--- config.mk ---
export PLATFORM = sky130hd
export DESIGN_NAME = cordic_result_unit_flat
export DESIGN_NICKNAME = d
export VERILOG_FILES = /design/src/rtl/cordic_pkg.sv /design/src/rtl/cordic_result_unit_if.sv /design/src/rtl/cordic_seq_div.sv /design/src/rtl/cordic_result_unit.sv /design/src/flat_wrapper.sv
export SDC_FILE = /design/constraint.sdc
export NUM_CORES = 1
export LEC_CHECK = 0
export CORE_UTILIZATION = 30
export CTS_CLUSTER_DIAMETER = 50
export DETAILED_ROUTE_END_ITERATION = 8
export HOLD_SLACK_MARGIN = 0.08
export PLACE_DENSITY = 0.59
export SYNTH_ARGS = -nofsm -noshare
export SYNTH_HDL_FRONTEND = slang
export SYNTH_SLANG_ARGS = --single-unit
--- constraint.sdc ---
create_clock -name clk -period 11.9 [get_ports clk]
set_clock_uncertainty 0.15 [all_clocks]
set_input_delay 1.785 -clock clk [delete_from_list [all_inputs] [get_ports clk]]
set_output_delay 1.785 -clock clk [all_outputs]
set_load 0.02 [all_outputs]
--- src/rtl/cordic_pkg.sv ---
// cordic_pkg: shared select indices, Q7.8 limits, FSM states and saturating negate for the result unit
package cordic_pkg;
  localparam int FRAC = 8;
  localparam int SEL_SIN = 0;
  localparam int SEL_COS = 1;
  localparam int SEL_TAN = 2;
  localparam int SEL_ATAN = 3;
  localparam logic [15:0] Q_MAX = 16'h7FFF;
  localparam logic [15:0] Q_MIN_SAT = 16'h8001;
  typedef enum logic [1:0] {S_IDLE, S_DIV, S_FMT, S_HOLD} state_t;
  function automatic logic [15:0] sat_neg(input logic [15:0] v);
    return (v == 16'h8000) ? Q_MAX : 16'(-v);
  endfunction
endpackage

--- src/rtl/cordic_result_unit_if.sv ---
// cordic_result_unit_if: core capture inputs plus result valid/ready handshake; master drives core_valid/x_in/y_in/angle_in/infor/select/out_ready, slave drives out_valid/out_data/err/busy/overrun
interface cordic_result_unit_if #(parameter int W = 16);
  logic core_valid;
  logic [W-1:0] x_in;
  logic [W-1:0] y_in;
  logic [W-1:0] angle_in;
  logic [1:0] infor;
  logic [3:0] select;
  logic out_ready;
  logic out_valid;
  logic [W-1:0] out_data;
  logic err;
  logic busy;
  logic overrun;
  modport master(output core_valid, x_in, y_in, angle_in, infor, select, out_ready, input out_valid, out_data, err, busy, overrun);
  modport slave(input core_valid, x_in, y_in, angle_in, infor, select, out_ready, output out_valid, out_data, err, busy, overrun);
endinterface

--- src/rtl/cordic_seq_div.sv ---
// cordic_seq_div: 16-cycle unsigned restoring divider, one quotient bit per cycle MSB first; ports clk, rst, start, dividend[23:0], divisor[15:0], done, quotient[15:0]
module cordic_seq_div (
  input  logic        clk,
  input  logic        rst,
  input  logic        start,
  input  logic [23:0] dividend,
  input  logic [15:0] divisor,
  output logic        done,
  output logic [15:0] quotient
);
  logic [4:0] cnt;
  logic [15:0] rem;
  logic [15:0] dq;
  logic [16:0] t;
  logic ge;
  always_comb begin
    t = {rem, dq[15]};
    ge = t >= {1'b0, divisor};
  end
  always_ff @(posedge clk) begin
    if (rst) begin
      cnt <= '0;
      rem <= '0;
      dq <= '0;
    end else if (start) begin
      cnt <= 5'd16;
      rem <= {8'b0, dividend[23:16]};
      dq <= dividend[15:0];
    end else if (cnt != 0) begin
      cnt <= cnt - 5'd1;
      rem <= ge ? 16'(t - {1'b0, divisor}) : t[15:0];
      dq <= {dq[14:0], ge};
    end
  end
  assign done = cnt == 5'd1;
  assign quotient = dq;
endmodule

--- src/rtl/cordic_result_unit.sv ---
// cordic_result_unit: quadrant-corrects core vectors and returns sin/cos/tan/atan in Q7.8 behind valid/ready; ports clk, rst, bus (cordic_result_unit_if.slave)
module cordic_result_unit import cordic_pkg::*; #(
  parameter int W = 16,
  parameter int FRAC = 8
) (
  input logic clk,
  input logic rst,
  cordic_result_unit_if.slave bus
);
  state_t state;
  logic [W-1:0] xc, yc, ax, ay, sel_data, q, data_p;
  logic onehot, is_tan, tan_neg, tan_sat, accept, capture, div_done, err_p, tan_r, neg_r;
  always_comb begin
    xc = bus.infor[0] ? sat_neg(bus.x_in) : bus.x_in;
    yc = bus.infor[1] ? sat_neg(bus.y_in) : bus.y_in;
    ax = xc[W-1] ? W'(-xc) : xc;
    ay = yc[W-1] ? W'(-yc) : yc;
    onehot = (bus.select != 4'd0) && ((bus.select & (bus.select - 4'd1)) == 4'd0);
    is_tan = onehot && bus.select[SEL_TAN];
    tan_neg = xc[W-1] ^ yc[W-1];
    tan_sat = (xc == '0) || ({{FRAC{1'b0}}, ay} >= {1'b0, ax, {(FRAC-1){1'b0}}});
    sel_data = !onehot ? '0 : bus.select[SEL_SIN] ? yc : bus.select[SEL_COS] ? xc :
               bus.select[SEL_ATAN] ? bus.angle_in : (tan_neg ? Q_MIN_SAT : Q_MAX);
    accept = (state == S_HOLD) && bus.out_valid && bus.out_ready;
    capture = bus.core_valid && ((state == S_IDLE) || accept);
  end
  cordic_seq_div u_div (
    .clk(clk),
    .rst(rst),
    .start(capture && is_tan),
    .dividend({ay, {FRAC{1'b0}}}),
    .divisor(ax),
    .done(div_done),
    .quotient(q)
  );
  always_ff @(posedge clk) begin
    if (rst) begin
      state <= S_IDLE;
      bus.out_valid <= 1'b0;
      bus.out_data <= '0;
      bus.err <= 1'b0;
      bus.overrun <= 1'b0;
      data_p <= '0;
      err_p <= 1'b0;
      tan_r <= 1'b0;
      neg_r <= 1'b0;
    end else begin
      if (bus.core_valid && !capture) bus.overrun <= 1'b1;
      if (accept) bus.out_valid <= 1'b0;
      if (capture) begin
        data_p <= sel_data;
        err_p <= !onehot || (is_tan && tan_sat);
        tan_r <= is_tan;
        neg_r <= tan_neg;
        state <= is_tan ? S_DIV : S_FMT;
      end else if (state == S_DIV && div_done) begin
        state <= S_FMT;
      end else if (state == S_FMT) begin
        bus.out_data <= (tan_r && !err_p) ? (neg_r ? W'(-q) : q) : data_p;
        bus.err <= err_p;
        bus.out_valid <= 1'b1;
        state <= S_HOLD;
      end else if (accept) begin
        state <= S_IDLE;
      end
    end
  end
  assign bus.busy = state != S_IDLE;
endmodule

--- src/flat_wrapper.sv ---
// flat-port wrapper written by rule: the top's interface ports become plain ports
module cordic_result_unit_flat import cordic_pkg::*;
#(
  parameter int W = 16,
  parameter int FRAC = 8
)
  (clk, rst, bus_core_valid, bus_x_in, bus_y_in, bus_angle_in, bus_infor, bus_select, bus_out_ready, bus_out_valid, bus_out_data, bus_err, bus_busy, bus_overrun);
  cordic_result_unit_if #(.W(W)) bus_i ();
  input logic clk;
  input logic rst;
  input wire logic [$bits(bus_i.core_valid)-1:0] bus_core_valid;
  input wire logic [$bits(bus_i.x_in)-1:0] bus_x_in;
  input wire logic [$bits(bus_i.y_in)-1:0] bus_y_in;
  input wire logic [$bits(bus_i.angle_in)-1:0] bus_angle_in;
  input wire logic [$bits(bus_i.infor)-1:0] bus_infor;
  input wire logic [$bits(bus_i.select)-1:0] bus_select;
  input wire logic [$bits(bus_i.out_ready)-1:0] bus_out_ready;
  output wire logic [$bits(bus_i.out_valid)-1:0] bus_out_valid;
  output wire logic [$bits(bus_i.out_data)-1:0] bus_out_data;
  output wire logic [$bits(bus_i.err)-1:0] bus_err;
  output wire logic [$bits(bus_i.busy)-1:0] bus_busy;
  output wire logic [$bits(bus_i.overrun)-1:0] bus_overrun;
  assign bus_i.core_valid = bus_core_valid;
  assign bus_i.x_in = bus_x_in;
  assign bus_i.y_in = bus_y_in;
  assign bus_i.angle_in = bus_angle_in;
  assign bus_i.infor = bus_infor;
  assign bus_i.select = bus_select;
  assign bus_i.out_ready = bus_out_ready;
  assign bus_out_valid = bus_i.out_valid;
  assign bus_out_data = bus_i.out_data;
  assign bus_err = bus_i.err;
  assign bus_busy = bus_i.busy;
  assign bus_overrun = bus_i.overrun;
  cordic_result_unit #(.W(W), .FRAC(FRAC)) u_core (.clk(clk), .rst(rst), .bus(bus_i));
endmodule
==> metrics.cfg, run 1 <==
[sta]
tightest_slew_ns=0.900
slew_viol_final=0
max-slew-margin-rel=0.398
rsz0062_at_grt=false
finalSetupTns_ns=0
fmax_ghz=0.134
finalSetupViolCount=0
hold_viol_final=0
post-route-period-util=0.629
min_period_ns=7.49

[worst_setup_path]
cp.required_ns=12.00
r2r_cells=11
path_buf_inv=2
endpoint_kind=flop
startpoint_type=input pin
slowest_delay_ns=0.64
reg2reg_slack_ns=8.24
worst_path_max_delay_cell=clkdlybuf4s50_1
cp_max_fo=20
cp.arrival_ns=7.59
crit-reg2reg-capture=u_core.u_div.rem[7]$_SDFFE_PP0P_
cp_top_family=compound AO/OA/AOI/OAI gates
path_cells=clkdlybuf4s50_1, nor4_4, and3_1, a21oi_1, a21oi_1, inv_1, ha_1, nand2_1, a21boi_0, ha_1, nor2b_1, o21a_1, o21ai_0, a21oi_1, a41oi_1, a31oi_1, a211o_2, nor2_4, mux2_4, o41ai_2
cp_common_cell=a21oi_1
critPathKind=in -> reg
rr_startpoint=u_core.u_div.rem[0]$_SDFFE_PP0P_

[detailed_routing]
vias_per_cell=5.50
drc=0
wl_mm=21.0
drtAntennaViolNets=0
routedWlPerCell_um=16.5
drt-pass1-iter-count=6
num_vias=7027
drt_iter0_drc=552

[power]
clock_power_share=0.237
switchingPower_mw=0.543
cellPowerDensity_nw_per_um2=161
swShare=0.418
intPower_mw=0.758
p_leak_nw=3.03
p_seq_frac=0.260
comb_power_share=0.503
ir_drop_v=0.0000715

[logic_synthesis]
ys.warnings.count=0
synth_cells=955
synth_edf_count=0
seq_area_frac_synth=0.225
yosys_most_used_dff=dfxtp_1
synth_cell_type_count=73
syn_nets=1045
synth_area_sq_um=6850
synth_async_sr_flop_share=0
syn_avg_cell_area_sq_um=7.18
ys_seq_elements=77

[min_path]
holdPathStages=2
hp-start=u_core.data_p[5]$_SDFFE_PP0P_
holdCritPathClass=reg -> reg
hold_path_end=u_core.data_p[5]$_SDFFE_PP0P_

[finish]
layout-drive-gt1-share=0.0501
fin_cells=1278
final_cell_mix=nand2_1 (128), nor2_1 (95), a21oi_1 (92), dfxtp_1 (77), clkdlybuf4s50_1 (76)
nets=1083
regArea_sq_um=1540
nFillCells=2319
area_delta_synth_final_pct=18.3
antennaDiodeCount=0
final_common_cell=nand2_1
multiInputGateArea_sq_um=4930

[floorplanning]
coreArea_sq_um=22100
core.rowCount=54
die_x_um=153
die_h_um=153
io_pins=78
start_util=0.310
dieArea_sq_um=23500

[grt]
antenna_found_initial=0
grt_overflow=0
grt_max_degree=60
grt_pass1_wl_mm=34.5
track_usage=0.182
grt_pass1_vias=6658

[clocking]
clockRootBuffer=clkbuf_16
cts.repair.resized=0
cts_buffers=9
cts_max_level=3
cts.hold.buffers_added=0
cts_setup_buffers=0
cts_tree=built
cts_buffer_depth=2
numClockSinks=77
clkLatencyLatePin_ns=0.34
cts.clk_slew.worst_paths_ns=0.07

[placed_design]
gp_congestion=0.916
port-buffer-count=77
placedCellCount=1262
dp_hpwl_mm=16.3

[run_status]
status=completed

[flow_run]
maxCapViolCount=0

-- metrics by stage --
| step | hold WS, ns | area (sq um) | utilization | total power, mW | worst slack, ns |
|---|---|---|---|---|---|
| after floorplan | 0.282 | 6850 | - | 0.839 | 5.36 |
| after global placement | 0.292 | 7770 | 0.352 | 0.990 | 4.24 |
| after detailed placement | 0.298 | 7770 | 0.352 | 0.993 | 4.10 |
| after CTS | 0.306 | 8110 | 0.367 | 1.30 | 4.46 |
| after global routing | 0.326 | 8110 | 0.367 | 1.40 | 3.88 |
| final | 0.303 | 8110 | 0.367 | 1.30 | 4.41 |
-- worst reg2reg max path, delay by kind of cell, from the launching register on --
family / cells / cell delay [ns]
AO/OA/AOI/OAI: 7 / 1.81
adder cells (fa/ha/maj): 1 / 0.32
flip-flops: 1 / 0.35
multiplexers: 1 / 0.36
AND/OR/NAND/NOR: 2 / 0.59
-- flip-flops by register name, summed over array words and instances (netlist names) --
| name | cells |
|---|---|
| u_core.data_p | 16 |
| u_core.bus.err | 1 |
| u_core.bus.out_valid | 1 |
| u_core.tan_r | 1 |
| u_core.bus.overrun | 1 |
| u_core.neg_r | 1 |
| u_core.state | 2 |
| u_core.u_div.cnt | 5 |
| u_core.u_div.quotient | 16 |
| u_core.u_div.rem | 16 |
| u_core.bus.out_data | 16 |
| u_core.err_p | 1 |
-- cell usage after synthesis, types with 5 or more instances --
library cell / n / area, sq um
o21ai_1: 10 / 50.1
a211o_1: 7 / 61.3
nor3_1: 25 / 125
clkbuf_1: 45 / 169
mux2i_1: 8 / 80.1
a311oi_1: 16 / 140
o31ai_1: 10 / 75.1
nand4_1: 7 / 43.8
inv_1: 32 / 120
xor2_1: 23 / 201
a21oi_1: 92 / 460
xnor2_1: 45 / 394
dfxtp_1: 77 / 1540
nand2b_1: 7 / 43.8
ha_1: 31 / 388
a21boi_0: 5 / 37.5
a221oi_1: 10 / 87.6
and2_1: 6 / 37.5
or3_1: 17 / 106
o211ai_1: 6 / 45.0
nand3_1: 18 / 90.1
nand2_1: 128 / 480
nor4_1: 10 / 62.6
nor2b_1: 16 / 100
or2_2: 8 / 50.1
or4_1: 6 / 45.0
nor2_1: 95 / 357
and3_1: 18 / 113
o21ai_0: 52 / 260
a21o_1: 11 / 82.6
o21a_1: 9 / 67.6
a31oi_1: 13 / 81.3
a211oi_1: 17 / 128
-- cells by family (layout without fill, tap and decap cells) --
| logic type | Yosys count | after routing | synth area share |
|---|---|---|---|
| AOI/OAI and AO/OA | 293 | 293 | 0.279 |
| muxes | 12 | 12 | 0.0188 |
| DFF | 77 | 77 | 0.225 |
| and+or+nand+nor | 378 | 378 | 0.265 |
| xor gates and xnor gates | 70 | 70 | 0.0938 |
| adders and majority gates | 34 | 34 | 0.0624 |
| buffers and inverters | 91 | 134 | 0.0555 |
-- power groups by stage --
stage / combinational, mW / sequential (mW) / clock (mW)
after global placement: 0.647 / 0.343 / 0
after CTS: 0.651 / 0.338 / 0.314
after floorplan: 0.501 / 0.338 / 0
after detailed placement: 0.649 / 0.344 / 0
final: 0.654 / 0.339 / 0.308
after global routing: 0.732 / 0.345 / 0.325
-- metal layers --
layer | part of all wire | up-vias | GRT usage
met1 | 0.48 | 3249 | 0.250
li1 | - | 3532 | -
met3 | 0.053 | 42 | 0.0235
met2 | 0.43 | 204 | 0.281
met5 | 0 | - | 0
met4 | 0.037 | 0 | 0.0832
-- how the worst max path moves through the flow --
stage                start                               end  slack (ns)  cells past startpoint
2_1_floorplan  bus_x_in[0]  u_core.u_div.rem[7]$_SDFFE_PP0P_        5.36                     26
3_3_place_gp   bus_x_in[2]  u_core.u_div.rem[7]$_SDFFE_PP0P_        4.24                     20
3_5_place_dp   bus_x_in[2]  u_core.u_div.rem[7]$_SDFFE_PP0P_        4.10                     20
4_1_cts        bus_x_in[2]  u_core.u_div.rem[7]$_SDFFE_PP0P_        4.46                     20
5_1_grt        bus_x_in[2]  u_core.u_div.rem[7]$_SDFFE_PP0P_        3.88                     18
6_report       bus_x_in[2]  u_core.u_div.rem[7]$_SDFFE_PP0P_        4.41                     20
-- layout make-up --
| class | instances | share of cell area |
|---|---|---|
| Clock buffer | 9 | 0.0278 |
| Clock inverter | 7 | 0.0133 |
| Inverter | 33 | 0.0153 |
| Multi-Input combinational cell | 787 | 0.608 |
| Sequential cell | 77 | 0.190 |
| Tap cell | 280 | 0.0432 |
| Timing Repair Buffer | 85 | 0.102 |
Note: power is estimated with default switching activity, not from simulation.
==> run 2, diff against run 1 <==
- clock period: 11.9 -> 6.9 ns (I/O delays scaled with it)
==> metrics.cfg, run 2 (synthesis results as in run 1) <==
[power]
clock_power_share=0.209
comb_power_share=0.522
swShare=0.429
intPower_mw=1.25
ir_drop_v=0.000124
p_leak_nw=3.08
switchingPower_mw=0.936
p_seq_frac=0.269
cellPowerDensity_nw_per_um2=267

[grt]
grt_max_degree=60
grt-busiest-layer=met2
grt_pass1_vias=6466
track_usage=0.182
met1_usage=0.257
grt_use_met2=0.283
grt_pass1_wl_mm=34.5
antenna_found_initial=0
grtUsageMet3=0.0204
grt_overflow=0

[finish]
final_cell_mix=nand2_1 (128), nor2_1 (95), a21oi_1 (92), dfxtp_1 (77), clkdlybuf4s50_1 (76)
multiInputGateArea_sq_um=4930
final_common_cell=nand2_1
layout-drive-gt1-share=0.0632
nFillCells=2300
regArea_sq_um=1540
antennaDiodeCount=0
nets=1097
area_delta_synth_final_pct=19.0

[worst_setup_path]
critPathKind=in -> reg
endpoint_kind=flop
cp_max_fo=9
reg2reg_slack_ns=3.54
cp.required_ns=7.00
startpoint_type=input pin
cp.arrival_ns=6.49

[clocking]
clkLatencyLatePin_ns=0.34
cts.clk_slew.worst_paths_ns=0.06
cts_tree=built
cts_buffers=9
cts.repair.resized=0
numClockSinks=77
cts_buffer_depth=2
cts_max_level=3
clockRootBuffer=clkbuf_16
cts.hold.buffers_added=0
cts_setup_buffers=0

[floorplanning]
io_pins=78
die_x_um=153
die_h_um=153
core.rowCount=54
coreArea_sq_um=22100
start_util=0.310
dieArea_sq_um=23500

[placed_design]
gp_congestion=0.919
port-buffer-count=77
place_worst_setup_slack_ns=0.177
dp_hpwl_mm=16.3

[sta]
rsz0062_at_grt=false
tightest_slew_ns=0.874
min_period_ns=6.40
post-route-period-util=0.927
max-slew-margin-rel=0.411
slew_viol_final=0
hold_viol_final=0
finalSetupTns_ns=0
fmax_ghz=0.156
setup_ws_ns=0.502
finalSetupViolCount=0

[detailed_routing]
vias_per_cell=5.47
routedWlPerCell_um=16.2
drt-pass1-iter-count=5
num_vias=7073
drt_iter0_drc=493
wl_mm=21.0
drtAntennaViolNets=0
drc=0

[run_status]
status=completed

[flow_run]
maxCapViolCount=0

[min_path]
holdCritPathClass=reg -> reg

## run 2: cell type report
| cell class | count | share of cell area |
|---|---|---|
| Clock buffer | 9 | 0.0276 |
| Tap cell | 280 | 0.0429 |
| Sequential cell | 77 | 0.189 |
| Timing Repair Buffer | 99 | 0.114 |
| Inverter | 33 | 0.0152 |
| Multi-Input combinational cell | 787 | 0.604 |
| Clock inverter | 7 | 0.00675 |
## run 2: worst max-delay path: stages
cell,delay (ns)
clkdlybuf4s50_1,0.59
inv_1,0.15
ha_1,0.36
and3_1,0.34
a21oi_1,0.12
a21oi_1,0.29
inv_1,0.08
ha_1,0.29
nand2_1,0.05
a21boi_0,0.45
ha_1,0.35
nor2b_1,0.13
o21a_1,0.17
o21ai_0,0.27
a21oi_1,0.17
a41oi_1,0.40
a31oi_1,0.14
a211o_2,0.40
nor2_4,0.13
mux2_4,0.31
o41ai_2,0.25
## run 2: final timing paths
| kind | end | startpoint | cells past startpoint |
|---|---|---|---|
| min | u_core.data_p[3]$_SDFFE_PP0P_ | u_core.data_p[3]$_SDFFE_PP0P_ | 2 |
| max reg2reg | u_core.u_div.rem[12]$_SDFFE_PP0N_ | u_core.u_div.quotient[15]$_SDFFE_PP0P_ | 13 |
| max | u_core.u_div.rem[7]$_SDFFE_PP0P_ | bus_x_in[0] | 21 |
| min reg2reg | u_core.data_p[3]$_SDFFE_PP0P_ | u_core.data_p[3]$_SDFFE_PP0P_ | 2 |
## run 2: per-layer routing
| metal | share of wire | wire, um | vias up |
|---|---|---|---|
| met2 | 0.44 | 9280 | 206 |
| li1 | - | - | 3559 |
| met1 | 0.48 | 10100 | 3279 |
| met3 | 0.049 | 1030 | 29 |
| met5 | 0 | 0 | - |
| met4 | 0.026 | 542 | 0 |
## run 2: through the flow
step / total power, mW / hold slack, ns / utilization / instances / area (sq um)
after CTS: 2.19 / 0.306 / 0.369 / 1292 / 8160
after global placement: 1.72 / 0.294 / 0.357 / 1276 / 7880
after detailed placement: 1.73 / 0.298 / 0.357 / 1276 / 7880
final: 2.18 / 0.304 / 0.369 / 1292 / 8160
after floorplan: 1.45 / 0.282 / - / 955 / 6850
after global routing: 2.36 / 0.318 / 0.369 / 1292 / 8160
## run 2: power groups by stage
stage	sequential [mW]	combinational, mW	clock [mW]
finish	0.587	1.14	0.455
global route	0.597	1.28	0.484
CTS	0.587	1.14	0.466
detailed placement	0.595	1.13	0
global placement	0.596	1.13	0
floorplan	0.584	0.864	0
==> run 3, diff against run 2 <==
- CORE_ASPECT_RATIO: default -> 0.7
==> metrics.cfg, run 3 (synthesis results as in run 1) <==
[worst_setup_path]
cp.arrival_ns=6.42
worst_path_max_delay_cell=clkdlybuf4s50_1
cp.required_ns=6.99
startpoint_type=input pin
crit-reg2reg-capture=u_core.u_div.rem[14]$_SDFFE_PP0N_
rr_startpoint=u_core.state[0]$_SDFFE_PP0P_
critPathKind=in -> reg
slowest_delay_ns=0.66
cp_max_fo=9
path_buf_inv=4
worstSetupStartpoint=bus_x_in[0]
path_cells=clkdlybuf4s50_1, inv_1, ha_1, and3_1, and3_1, nor2_1, ha_1, nand3_1, nor4_1, nor2b_1, nand2_1, o21ai_0, xnor2_1, inv_1, ha_1, and3_1, nand2_1, a211oi_1, a211o_2, nor2_4, buf_4, or3_1, o41ai_2
cp-endpoint=u_core.u_div.rem[14]$_SDFFE_PP0N_
r2r_cells=8
reg2reg_slack_ns=3.35
path_depth=23
cp_top_family=simple AND/OR/NAND/NOR gates
endpoint_kind=flop

[detailed_routing]
drt_iter0_drc=706
vias_per_cell=5.44
drtAntennaViolNets=0
drt-pass1-iter-count=5
routedWlPerCell_um=16.6
wl_mm=21.9
drc=0
num_vias=7175

[placed_design]
port-buffer-count=77
place_worst_setup_slack_ns=0.312
dp_hpwl_mm=17.2
gp_congestion=0.927

[sta]
fmax_ghz=0.158
max-slew-margin-rel=0.384
min_period_ns=6.33
slew_viol_final=0
tightest_slew_ns=0.924
post-route-period-util=0.917
setup_ws_ns=0.569
hold_viol_final=0
rsz0062_at_grt=false
finalSetupViolCount=0
finalSetupTns_ns=0

[grt]
track_usage=0.191
antenna_found_initial=0
grt_max_degree=60
grt_pass1_vias=6560
grt_overflow=0
grt_pass1_wl_mm=35.7

[clocking]
cts_setup_buffers=0
clkLatencyLatePin_ns=0.34
cts.hold.buffers_added=0
cts_tree=built
numClockSinks=77
cts_buffers=9
cts.repair.resized=0
cts_max_level=3
cts.clk_slew.worst_paths_ns=0.07
clockRootBuffer=clkbuf_16
cts_buffer_depth=2

[run_status]
status=completed

[power]
p_leak_nw=3.09
ir_drop_v=0.000148
cellPowerDensity_nw_per_um2=269
power_mw=2.21

[finish]
nets=1099
area_delta_synth_final_pct=19.9
final_cell_mix=nand2_1 (128), nor2_1 (95), a21oi_1 (92), dfxtp_1 (77), clkdlybuf4s50_1 (76)
regArea_sq_um=1540
multiInputGateArea_sq_um=4930
final_common_cell=nand2_1
antennaDiodeCount=0
nFillCells=2303
layout-drive-gt1-share=0.0651

[min_path]
hp-start=u_core.data_p[8]$_SDFFE_PP0P_
holdCritPathClass=reg -> reg

[floorplanning]
io_pins=78
core.rowCount=45
start_util=0.311
die_h_um=128
coreArea_sq_um=22000
die_x_um=183
dieArea_sq_um=23500

[flow_run]
maxCapViolCount=0

-- run 3: area by class of cell --
type / instances / area share
clock buffer: 9 / 0.0274
tap: 305 / 0.0465
sequential: 77 / 0.188
timing repair buffer: 101 / 0.115
clock inverter: 7 / 0.00807
multi-input combinational: 787 / 0.600
inverter: 33 / 0.0151
-- run 3: routing by layer --
metal | global-route usage | routed length [um]
met3 | 0.0266 | 1180
met5 | 0 | 0
met1 | 0.292 | 11500
met2 | 0.282 | 9050
met4 | 0.0321 | 188
-- run 3: worst min path at each step --
stage | to | cells after the start
floorplan | u_core.data_p[1]$_SDFFE_PP0P_ | 2
global placement | u_core.data_p[9]$_SDFFE_PP0P_ | 2
detailed placement | u_core.data_p[8]$_SDFFE_PP0P_ | 2
CTS | u_core.data_p[8]$_SDFFE_PP0P_ | 2
global route | u_core.bus.out_data[1]$_SDFFE_PP0P_ | 2
finish | u_core.data_p[8]$_SDFFE_PP0P_ | 2
-- run 3: through the flow --
stage,hold WS [ns],util,cells,cell area (sq um)
global placement,0.292,0.360,1303,7920
floorplan,0.282,-,955,6850
detailed placement,0.297,0.360,1303,7920
finish,0.306,0.373,1319,8220
global route,0.330,0.373,1319,8220
CTS,0.308,0.373,1319,8220
-- run 3: report_power, final --
part | internal, mW | total, mW | leakage [nW] | switching, mW
combinational | 0.485 | 1.16 | 2.32 | 0.675
sequential | 0.516 | 0.587 | 0.628 | 0.0710
clock | 0.253 | 0.462 | 0.144 | 0.209
-- run 3: worst min-delay path, stage by stage, from the launching register on --
cell,delay [ns]
dfxtp_1,0.31
nand2_1,0.05
a21oi_1,0.05
